==> config.mk <==
export PLATFORM = sky130hd
export DESIGN_NAME = hazard3_instr_align_buf
export DESIGN_NICKNAME = d
export VERILOG_FILES = /design/src/rtl/hazard3_instr_align_buf.sv
export SDC_FILE = /design/constraint.sdc
export NUM_CORES = 1
export LEC_CHECK = 0
export ABC_CLOCK_PERIOD_IN_PS = 6770
export BUFFER_PORTS_ARGS = -buffer_cell sky130_fd_sc_hd__buf_4
export CAP_MARGIN = 20
export CORE_ASPECT_RATIO = 0.8
export CORE_MARGIN = 1.5
export CORE_UTILIZATION = 52
export DETAILED_ROUTE_END_ITERATION = 8
export MAX_ROUTING_LAYER = met4
export PLACE_DENSITY = 0.83
export SLEW_MARGIN = 20
export SYNTH_ARGS = -nofsm -noshare
export SYNTH_HDL_FRONTEND = slang
export SYNTH_SLANG_ARGS = --single-unit
==> constraint.sdc <==
create_clock -name clk -period 6.77 [get_ports clk]
set_clock_uncertainty 0.2 [all_clocks]
set_input_delay 0.3385 -clock clk [delete_from_list [all_inputs] [get_ports clk]]
set_output_delay 0.3385 -clock clk [all_outputs]
set_load 0.1 [all_outputs]
==> src/rtl/hazard3_instr_align_buf.sv <==
// Halfword-granular instruction alignment buffer: turns aligned 32-bit fetch words into a
// 32-bit window starting at the current instruction halfword.
module hazard3_instr_align_buf #(
    parameter int unsigned EXTENSION_C = 1,
    parameter int unsigned DEPTH_HW    = 6,
    localparam int unsigned W_LEVEL    = $clog2(DEPTH_HW + 1)
) (
    input  logic               clk,
    input  logic               rst_n,
    input  logic               i_fetch_vld,
    output logic               o_fetch_rdy,
    input  logic [31:0]        i_fetch_data,
    input  logic               i_fetch_err,
    input  logic               i_flush,
    input  logic               i_flush_addr_hw,
    output logic [31:0]        o_cir,
    output logic [1:0]         o_cir_vld,
    output logic [1:0]         o_cir_err,
    input  logic [1:0]         i_cir_use,
    output logic [W_LEVEL-1:0] o_level
);

    logic [15:0]         r_data [DEPTH_HW];
    logic [DEPTH_HW-1:0] r_err;
    logic [W_LEVEL-1:0]  r_count;
    logic                r_skip_hw;

    logic [15:0]         w_data_d [DEPTH_HW];
    logic [DEPTH_HW-1:0] w_err_d;
    logic [W_LEVEL-1:0]  w_count_d;
    logic                w_skip_hw_d;
    logic [1:0]          w_cir_vld;
    logic [1:0]          w_use_eff;
    logic [1:0]          w_fill;
    logic                w_accept;
    logic [W_LEVEL-1:0]  w_base;

    assign w_cir_vld   = (r_count >= W_LEVEL'(2)) ? 2'd2 : r_count[1:0];
    assign w_use_eff   = (i_cir_use > w_cir_vld) ? w_cir_vld : i_cir_use;
    // Ready depends on registered count only, so a stalled consumer can never overflow us.
    assign o_fetch_rdy = (r_count <= W_LEVEL'(DEPTH_HW - 2));
    assign w_accept    = i_fetch_vld & o_fetch_rdy & ~i_flush;
    assign w_fill      = w_accept ? (r_skip_hw ? 2'd1 : 2'd2) : 2'd0;
    assign w_base      = r_count - W_LEVEL'(w_use_eff);
    assign w_count_d   = i_flush ? '0 : (w_base + W_LEVEL'(w_fill));
    assign w_skip_hw_d = i_flush ? (i_flush_addr_hw && (EXTENSION_C != 0))
                                 : (w_accept ? 1'b0 : r_skip_hw);

    always_comb begin
        w_data_d = r_data;
        w_err_d  = r_err;
        if (!i_flush) begin
            if (w_use_eff == 2'd1) begin
                for (int i = 0; i < int'(DEPTH_HW) - 1; i++) begin
                    w_data_d[i] = r_data[i + 1];
                    w_err_d[i]  = r_err[i + 1];
                end
            end else if (w_use_eff == 2'd2) begin
                for (int i = 0; i < int'(DEPTH_HW) - 2; i++) begin
                    w_data_d[i] = r_data[i + 2];
                    w_err_d[i]  = r_err[i + 2];
                end
            end
            // New halfwords land just above the survivors of this cycle's consume.
            if (w_accept) begin
                for (int i = 0; i < int'(DEPTH_HW); i++) begin
                    if (W_LEVEL'(i) == w_base) begin
                        w_data_d[i] = r_skip_hw ? i_fetch_data[31:16] : i_fetch_data[15:0];
                        w_err_d[i]  = i_fetch_err;
                    end else if (!r_skip_hw && (W_LEVEL'(i) == w_base + W_LEVEL'(1))) begin
                        w_data_d[i] = i_fetch_data[31:16];
                        w_err_d[i]  = i_fetch_err;
                    end
                end
            end
        end
    end

    always_ff @(posedge clk or negedge rst_n) begin
        if (!rst_n) begin
            for (int i = 0; i < int'(DEPTH_HW); i++) begin
                r_data[i] <= '0;
            end
            r_err     <= '0;
            r_count   <= '0;
            r_skip_hw <= 1'b0;
        end else begin
            r_data    <= w_data_d;
            r_err     <= w_err_d;
            r_count   <= w_count_d;
            r_skip_hw <= w_skip_hw_d;
        end
    end

    assign o_cir     = {r_data[1], r_data[0]};
    assign o_cir_vld = w_cir_vld;
    assign o_cir_err = {r_err[1] & (r_count >= W_LEVEL'(2)), r_err[0] & (r_count != '0)};
    assign o_level   = r_count;

    a_use_in_range: assert property (@(posedge clk) disable iff (!rst_n)
        i_flush || (i_cir_use <= w_cir_vld))
        else $error("cir_use exceeds valid halfwords");

    a_no_half_use: assert property (@(posedge clk) disable iff (!rst_n)
        (EXTENSION_C != 0) || i_flush || (i_cir_use != 2'd1))
        else $error("cir_use of 1 without compressed support");

endmodule

==> summary.md <==
| Metric | Value |
|---|---|
| Register area | `0.00265 sq mm` |
| Reg2Reg Depth | `17` |
| Area Growth Syn to Fin | `10.3%` |
| Detailed-route wire length per cell | `22.9 um` |
| Die width | `138 um` |
| Placed Cells | `1081` |
| Chip height | `111 um` |
| Latest clock arrival within the worst-skew pair | `370 ps` |
| Final hold vios | `0` |
| Deepest clock path buffer count | `2` |
| Row cnt | `39` |
| I/O pins | `80` |
| Worst hold path type | `in2reg` |
| Synth Instances | `918` |
| Worst path max stage delay | `860 ps` |
| Initial antenna violation count | `0` |
| Die area | `0.0154 sq mm` |
| Fillcell total | `1250` |
| Crit-path cells | `nor3b_4, ha_1, nand2b_1, o41ai_4, nor2_1, inv_2, ha_1, inv_1, fa_1, xnor2_1, inv_1, ha_1, nor4b_1, a31oi_1, nor2_1, nor2_1, a221o_1` |
| Post-synth top area cell | `dfrtp_1` |
| Post-Layout Cell Count | `1099` |
| Gpl congestion | `1.01` |
| Clock Tree Root | `clkbuf_16` |
| Ys Warns | `0` |
| Vias | `7952` |
| First-pass GRT wire length | `39.7 mm` |
| CTS Sinks | `106` |
| Fin. max-slew vios | `0` |
| DR DRC count | `0` |
| Post-CTS setup buffers | `0` |
| Final hold slack | `81.9 ps` |
| Part of the Yosys area used for sequential elements | `34.9%` |
| Pin count of the biggest net entering global routing | `98` |
| Worst setup path class | `reg2reg` |
| Crit path required time | `6880 ps` |
| Footprint of the multi-input gates | `0.00432 sq mm` |
| Detailed-router iteration count before antenna repair | `7` |
| Clk slew on worst S/H paths | `70 ps` |
| Worst setup SP type | `flop` |
| Slew Limit Headroom | `25.4%` |
| Seq cells post-synth | `106` |
| CTS tree | `built` |
| Grt total ovfl | `0` |
| Maximum fanout along the worst path | `15` |
| Worst Setup End Kind | `flop` |
| Sum of negative setup slack | `0 ps` |
| Fraction of layout cells with a size suffix above 1 | `17.2%` |
| Antenna diode count | `0` |
| Vias in the first global route | `6966` |
| Synthesized area | `0.00761 sq mm` |
| WP data arrival | `6140 ps` |
| Hold depth | `3` |
| Synth top area share | `34.9%` |
| Outcome | `finished, final reports clean` |
| Post-route minimum period | `6030 ps` |
| FFs w/ async S/R, synth | `100%` |
| Avg Inst Size Synth | `8.29 sq um` |
| Mapped Nets | `965` |
| Synth top area cells | `dfrtp_1, a221o_1, nand2_1` |
| Main synth FF type | `dfrtp_1` |
| DR iter-0 viols | `1339` |
| I/O Buffers | `79` |
| Number of buffers created by CTS | `9` |
| RSZ-0062 raised after global routing | `no` |
| Total track usage | `33.3%` |
| Critical-path top delay cell | `nor2_1` |
| Worst slew pin tran | `1120 ps` |
| Initial Utilization | `53.2%` |
| WL final | `25.2 mm` |
| Final setup viols | `0` |
| Cell variety after synth | `68` |
| Number of synthesized flops with an enable pin | `0` |
| Period utilization | `89.1%` |
| Antenna-violating nets left | `0` |
| Core area | `0.0143 sq mm` |
| H-tree depth | `3` |
| Final nets | `957` |
| Dpl hpwl | `16.7 mm` |
| Max-cap violation count | `0` |
| FMAX | `0.166 GHz` |
| Via/cell ratio | `7.24` |
==> cell type report <==
class / count / share of cell area [%]
well taps: 184 / 2.74
repair buffers: 103 / 9.27
multi-input cells: 660 / 51.5
clock inverters: 4 / 0.611
inverters: 30 / 1.34
flip-flops and latches: 106 / 31.6
clock buffers: 12 / 2.94
==> placed cells by master (no fill, tap or decap), types with 3 or more instances in the layout <==
master / count
o221ai_1: 16
nand2_1: 110
and3_1: 9
nor2b_1: 4
a31oi_1: 3
a22o_1: 30
mux2i_1: 16
o211ai_1: 18
nand2b_1: 4
nand4_1: 16
o21a_1: 3
nor2_1: 58
a211oi_1: 16
ha_1: 4
a31o_2: 19
and2_1: 4
clkbuf_16: 9
a221oi_1: 5
nand3_1: 25
dfrtp_1: 105
o21ai_0: 53
mux2_2: 3
inv_1: 28
nor3_1: 43
buf_4: 101
a22oi_1: 49
nor3_2: 4
o22ai_1: 25
a21oi_1: 25
a221o_1: 48
==> state kept, by name, summed over array words and instances, names as in the netlist <==
| signal | flops |
|---|---|
| r_skip_hw | 1 |
| r_err | 6 |
| o_level | 3 |
| r_data | 64 |
| o_cir | 32 |
==> worst paths after layout <==
| path | start | endpoint | slack [ps] |
|---|---|---|---|
| min in group asynchronous | rst_n | r_data[14] | 320 |
| worst min-delay path | i_fetch_data[31] | o_cir[15] | 80 |
| worst max-delay path | o_level[1] | r_data[61] | 740 |
| max in group asynchronous | rst_n | r_data[63] | 4780 |
| worst max register to register | o_level[1] | r_data[61] | 740 |
| worst min register to register | o_cir[9] | o_cir[9] | 310 |
==> what timing repair did <==
item | in CTS | in global routing
endpoints found under the hold margin | 42 | 0
hold buffers | 2 | 0
resized for setup | 0 | 0
==> cells in the mapped netlist, types with 7 or more instances <==
master	count
nand2_1	110
dfrtp_1	106
clkbuf_1	69
nor2_1	58
o21ai_0	53
a22oi_1	49
a221o_1	48
nor3_1	45
buf_4	32
a22o_1	30
inv_1	28
a21oi_1	26
nand3_1	25
o22ai_1	25
a31o_2	19
o211ai_1	18
a211oi_1	16
mux2i_1	16
nand4_1	16
o221ai_1	16
buf_2	14
and3_1	9
buf_1	7
==> stage by stage <==
stage / util, % / area, sq um / setup slack (ps)
4_1_cts: 58.7 / 8390 / 896
2_1_floorplan: - / 7620 / 106
6_report: 58.7 / 8390 / 735
3_3_place_gp: 56.3 / 8050 / 1180
3_5_place_dp: 56.5 / 8070 / 910
5_1_grt: 58.7 / 8390 / 426
==> critical path, delay by kind of cell (launching register included) <==
kind,cells,cell delay (ps)
adders and majority gates,4,1320
AOI/OAI and AO/OA,3,900
xor gates and xnor gates,1,520
DFF,1,480
and+or+nand+nor,6,1990
buffers and inverters,3,560
==> layer usage <==
| layer | GRT usage, % | routed length, um |
|---|---|---|
| met2 | 42.6 | 10200 |
| met4 | 7.16 | 380 |
| met3 | 10.1 | 3930 |
| met1 | 50.7 | 10600 |
| met5 | - | 0 |
==> cells by family after synthesis <==
group	Yosys count	share of synthesized area, %
simple gates	297	18.3
mux	19	2.55
buf+inv	152	9.31
xor+xnor	2	0.230
compound gates	335	33.4
fa+ha+maj	7	1.35
flops	106	34.9
Power is left out: the tool's default activity adds up to more than one toggle a clock period on the data nets, which glitch-free logic cannot reach.
